**src/rtl/tinycore_prog_loader.sv**
```systemverilog
// tinycore_prog_loader: receives a length-prefixed, checksummed program over a
// byte handshake, stores it in a 16x8 instruction memory, and serves that
// memory to the core fetch port once the program has been verified.
//
// Handshake: a byte moves on a rising edge where byte_valid & byte_ready.
// byte_ready is combinational and never depends on byte_valid; the host must
// hold byte_in/byte_valid stable until it sees byte_ready.
module tinycore_prog_loader #(
   parameter logic [7:0]  NOP_WORD = 8'hE0,
   parameter logic [23:0] TIMEOUT  = 24'd10_000_000
) (
   input  logic       clk,
   input  logic       rst_n,
   input  logic       ena,
   input  logic       load_req,
   input  logic [7:0] byte_in,
   input  logic       byte_valid,
   output logic       byte_ready,
   input  logic [3:0] fetch_addr,
   output logic [7:0] fetch_data,
   output logic       core_run,
   output logic       error,
   output logic [4:0] loaded_len
);

   typedef enum logic [2:0] {IDLE, HDR, DATA, SUM, RUN, ERR} state_t;

   state_t      state;
   state_t      state_nxt;
   logic [7:0]  mem [16];
   logic [4:0]  idx;
   logic [4:0]  len;
   logic [7:0]  sum;
   logic [23:0] tcnt;

   logic in_load;
   logic accept;
   logic len_ok;
   logic last_data;
   logic sum_ok;
   logic tmo;

   assign in_load    = (state == HDR) || (state == DATA) || (state == SUM);
   // A pending load_req wins over any byte on the wire, so that byte stays put.
   assign byte_ready = ena & ~load_req & in_load;
   assign accept     = byte_valid & byte_ready;
   assign len_ok     = (byte_in >= 8'd1) && (byte_in <= 8'd16);
   assign last_data  = (idx == (len - 5'd1));
   assign sum_ok     = (byte_in == sum);
   // Counter equals TIMEOUT-1 on the TIMEOUT-th idle enabled cycle.
   assign tmo        = (tcnt == (TIMEOUT - 24'd1));

   // Next-state logic; load_req restarts from any state.
   always_comb begin
      state_nxt = state;
      if (ena) begin
         if (load_req) begin
            state_nxt = HDR;
         end else begin
            case (state)
               HDR: begin
                  if (accept)   state_nxt = len_ok ? DATA : ERR;
                  else if (tmo) state_nxt = ERR;
               end
               DATA: begin
                  if (accept) begin
                     if (last_data) state_nxt = SUM;
                  end else if (tmo) begin
                     state_nxt = ERR;
                  end
               end
               SUM: begin
                  if (accept)   state_nxt = sum_ok ? RUN : ERR;
                  else if (tmo) state_nxt = ERR;
               end
               default: state_nxt = state;
            endcase
         end
      end
   end

   // State register.
   always_ff @(posedge clk or negedge rst_n) begin
      if (!rst_n) state <= IDLE;
      else        state <= state_nxt;
   end

   // Load bookkeeping: index, length, checksum, timeout and status flags.
   always_ff @(posedge clk or negedge rst_n) begin
      if (!rst_n) begin
         idx        <= 5'd0;
         len        <= 5'd0;
         sum        <= 8'd0;
         tcnt       <= 24'd0;
         core_run   <= 1'b0;
         error      <= 1'b0;
         loaded_len <= 5'd0;
      end else if (ena) begin
         if (load_req) begin
            idx      <= 5'd0;
            sum      <= 8'd0;
            tcnt     <= 24'd0;
            core_run <= 1'b0;
            error    <= 1'b0;
         end else begin
            if (accept)       tcnt <= 24'd0;
            else if (in_load) tcnt <= tcnt + 24'd1;
            case (state)
               HDR: begin
                  if (accept && len_ok) begin
                     len <= byte_in[4:0];
                     sum <= byte_in;
                     idx <= 5'd0;
                  end
               end
               DATA: begin
                  if (accept) begin
                     sum <= sum + byte_in;
                     idx <= idx + 5'd1;
                  end
               end
               SUM: begin
                  if (accept && sum_ok) begin
                     core_run   <= 1'b1;
                     loaded_len <= len;
                  end
               end
               default: ;
            endcase
            if (in_load && (state_nxt == ERR)) error <= 1'b1;
         end
      end
   end

   // Instruction memory: NOP fill on reset and load start, byte writes in DATA.
   always_ff @(posedge clk or negedge rst_n) begin
      if (!rst_n) begin
         for (int i = 0; i < 16; i++) mem[i] <= NOP_WORD;
      end else if (ena && load_req) begin
         for (int i = 0; i < 16; i++) mem[i] <= NOP_WORD;
      end else if (accept && (state == DATA)) begin
         mem[idx[3:0]] <= byte_in;
      end
   end

   // Fetch port: registered read, NOP while the core is held; a same-cycle
   // write to the addressed word returns the old contents.
   always_ff @(posedge clk or negedge rst_n) begin
      if (!rst_n) fetch_data <= NOP_WORD;
      else        fetch_data <= core_run ? mem[fetch_addr] : NOP_WORD;
   end

endmodule

```
**config.mk**
```make
export PLATFORM = sky130hd
export DESIGN_NAME = tinycore_prog_loader
export DESIGN_NICKNAME = d
export VERILOG_FILES = /design/src/rtl/tinycore_prog_loader.sv
export SDC_FILE = /design/constraint.sdc
export NUM_CORES = 1
export LEC_CHECK = 0
export BUFFER_PORTS_ARGS = -buffer_cell sky130_fd_sc_hd__buf_2
export CAP_MARGIN = 15
export CELL_PAD_IN_SITES_DETAIL_PLACEMENT = 0
export CELL_PAD_IN_SITES_GLOBAL_PLACEMENT = 1
export CORE_UTILIZATION = 49
export DETAILED_ROUTE_END_ITERATION = 6
export PLACE_DENSITY = 0.92
export SLEW_MARGIN = 10
export SYNTH_ARGS = -nofsm -noshare
export SYNTH_HDL_FRONTEND = slang
export SYNTH_SLANG_ARGS = --single-unit
```
**constraint.sdc**
```tcl
create_clock -name clk -period 3.35 [get_ports clk]
set_input_delay 0.335 -clock clk [delete_from_list [all_inputs] [get_ports clk]]
set_output_delay 0.335 -clock clk [all_outputs]
set_load 0.05 [all_outputs]
```
==> results_dict.tcl <==
set metrics [dict create \
    status "finished with violations" \
    failed_checks "negative hold slack" \
    yosysSeqAreaShare_pct 49.07 \
    ys_top_cells_by_area "dfrtp_1, dfstp_2, nand3_1" \
    rsz0062_at_grt "no" \
    hold_buffers 0 \
    crit_required_ns 3.62 \
    ys_types 55 \
    synth_xor_area_share_pct 2.343 \
    clk_pin_slew_ns 0.07 \
    avgSynthCellArea_sq_um 9.767 \
    ys.flop_type "dfrtp_1" \
    synth.largest_area_cell "dfrtp_1" \
    pwr-share-seq_pct 49.8 \
    core_sq_um 19460 \
    finalSetupViolCount 0 \
    finalPower_w 0.004652 \
    num_vias 7725 \
    fp.dieW_um 142.8 \
    slew_viol_final 0 \
    drive_gt1_share_pct 20.79 \
    first_global_vias 7578 \
    worstSetupPathType "flip-flop to flip-flop" \
    cts-resized-gates 0 \
    swShare_pct 25.68 \
    ys_seq_elements 188 \
    cp-start-kind "flip-flop" \
    finalCritPeriodShare_pct 79.73 \
    synth_top_family_by_area "simple AND/OR/NAND/NOR gates" \
    power.switching_w 0.001195 \
    hold_class "input pin to asynchronous set/reset pin" \
    grt_max_degree 105 \
    htreeDepth 4 \
    antenna_found_initial 0 \
    intPower_w 0.003457 \
    slew_headroom_pct 32.20 \
    dieArea_sq_um 20400 \
    skew_ns 0.007364 \
    die_y_um 142.8 \
    min_period_ns 2.671 \
    nFillCells 1694 \
    fin_setup_tns_ns 0 \
    cts_tree "built" \
    synth_compound_area_share_pct 8.626 \
    vdd_ir_drop_max_v 0.0003372 \
    drc_errors 0 \
    critPathCaptureType "flip-flop" \
    grt-ovfl-total 0 \
    cp.arrival_ns 2.94 \
    fin_hold_ws_ns -0.001416 \
    finalNetCount 1028 \
    power_frac_comb_pct 7.2 \
    io_buffers 32 \
    cts_root_buf "clkbuf_16" \
    powerDensity_nw_per_um2 431.0 \
    area_growth_pct 11.06 \
    syn_area_sq_um 9718 \
    routedWlPerCell_um 19.48 \
    cts_setup_buffers 0 \
    row_count 51 \
    drtPass1Iterations 5 \
    ys.warnings.count 0 \
    fmax_mhz 374.4 \
    netlist_instances 995 \
    drt_iter0_drc 735 \
    initial_core_util_pct 49.93 \
    syn_nets 1026 \
    grt_pass1_wl_um 40270 \
    postRouteAntennaNets 0 \
    vias_per_cell 6.059 \
    postSynth.asyncResetShare_pct 100.0 \
    ctsLongestPathBuffers 2 \
    power.share.clock_pct 43.0 \
    synth_fa_ha_area_share_pct 1.880 \
    synth_top_cell_area_share_pct 35.28 \
    critPathMaxFanout 17 \
    grt_usage_pct 25.95 \
    numCtsBuffers 17 \
    hold_viol 1 \
    tightest_slew_ns 1.013 \
    cap_violations 0 \
    gp_congestion 0.8222 \
    insertion_delay_ns 0.44 \
    diodes 0 \
    leakage_nw 4.536 \
    routed_wl_um 24830 \
    synth-simple-area-share_pct 23.57 \
    synth_edf_count 0 \
    cts_sinks 188 \
    synth_commonest_cells "nand3_1, nand2_1, dfrtp_1, a21oi_1, clkbuf_1" \
    muxShareOfSynthArea_pct 10.71 \
    ios 33 \
    hpwl_um 15580 \
    synth.most_common_cell "nand3_1" \
]
==> power by group through the flow <==
stage | sequential (W) | combinational [W] | clock [W]
6_report | 0.00232 | 0.000336 | 0.00200
5_1_grt | 0.00232 | 0.000370 | 0.00210
4_1_cts | 0.00232 | 0.000339 | 0.00203
3_5_place_dp | 0.00236 | 0.000338 | 0
3_3_place_gp | 0.00236 | 0.000335 | 0
2_1_floorplan | 0.00235 | 0.000207 | 0
==> per-layer routing <==
layer	vias up	wire length, um	global-route usage, %
met3	46	1593	5.701
li1	3538	-	-
met4	0	601	9.281
met2	278	12180	42.47
met1	3863	10460	34.04
met5	-	0	0
==> cells by family after synthesis <==
kind of cell	Yosys count
buffers and inverters	95
adder cells (fa/ha/maj)	14
multiplexers	53
AO/OA/AOI/OAI	148
flip-flops	188
AND/OR/NAND/NOR	471
XOR/XNOR	26
==> cell usage in the layout (no fill, tap or decap), types with 6 or more instances in the layout <==
master | netlist | routed
ha_1 | 13 | 13
xnor2_1 | 9 | 9
mux4_2 | 40 | 40
buf_4 | 0 | 30
and2_1 | 10 | 9
nand3_1 | 188 | 188
a21oi_1 | 95 | 95
nor4_1 | 6 | 6
buf_2 | 10 | 31
nand4_1 | 7 | 7
nor3_1 | 6 | 6
mux2_2 | 8 | 8
nand2_1 | 177 | 177
inv_1 | 13 | 13
nand2b_1 | 8 | 8
clkbuf_16 | 0 | 19
dfrtp_1 | 137 | 137
dfstp_2 | 51 | 51
xor2_1 | 17 | 17
o31ai_1 | 9 | 9
o21ai_0 | 21 | 21
or4_1 | 6 | 6
nor2_1 | 26 | 26
==> worst max-delay path: stages, from the launching register on <==
cell and delay, ns:
dfrtp_1 0.44, nand4bb_1 0.64, nor3_4 0.78, nand2_1 0.40
nand2_1 0.16, a21oi_1 0.08
==> path summary, 6_finish.rpt <==
check,startpoint,to,slack (ns),depth (start not counted)
worst min-delay path,rst_n,fetch_data[4]$_DFF_PN0_,-0.001,1
min in group clk,ena,state[1]$_DFF_PN0_,0.24,2
max in group asynchronous,rst_n,mem[23]$_DFFE_PN1P_,2.55,2
worst max-delay path,state[2]$_DFF_PN0_,mem[16]$_DFFE_PN0P_,0.68,5
worst min register to register,mem[127]$_DFFE_PN1P_,mem[127]$_DFFE_PN1P_,0.49,2
worst max register to register,state[2]$_DFF_PN0_,mem[16]$_DFFE_PN0P_,0.68,5
==> stage by stage <==
stage                     util (%)  worst slack (ns)  instances  cell area [sq um]
final                        55.45            0.6790       1275              10790
after global routing         55.45            0.5769       1275              10790
after CTS                    55.45            0.7145       1275              10790
after detailed placement     52.50            0.5364       1243              10220
after global placement       52.50            0.5683       1243              10220
after floorplan                  -             1.003        995               9718
==> sequential cells by signal (all words and copies together) (netlist names) <==
signal / cells
tcnt: 24
mem: 128
error: 1
state: 3
fetch_data: 8
core_run: 1
sum: 8
idx: 5
len: 5
loaded_len: 5
==> layout make-up <==
class,instances,area [sq um],share of cell area (%)
Multi-Input combinational cell,712,4614,42.75
Timing Repair Buffer,65,454.2,4.208
Clock inverter,12,96.34,0.8926
Sequential cell,188,4768,44.18
Clock buffer,20,479.2,4.440
Inverter,13,48.80,0.4521
Tap cell,265,331.6,3.072
Note: power is estimated with default switching activity, not from simulation.
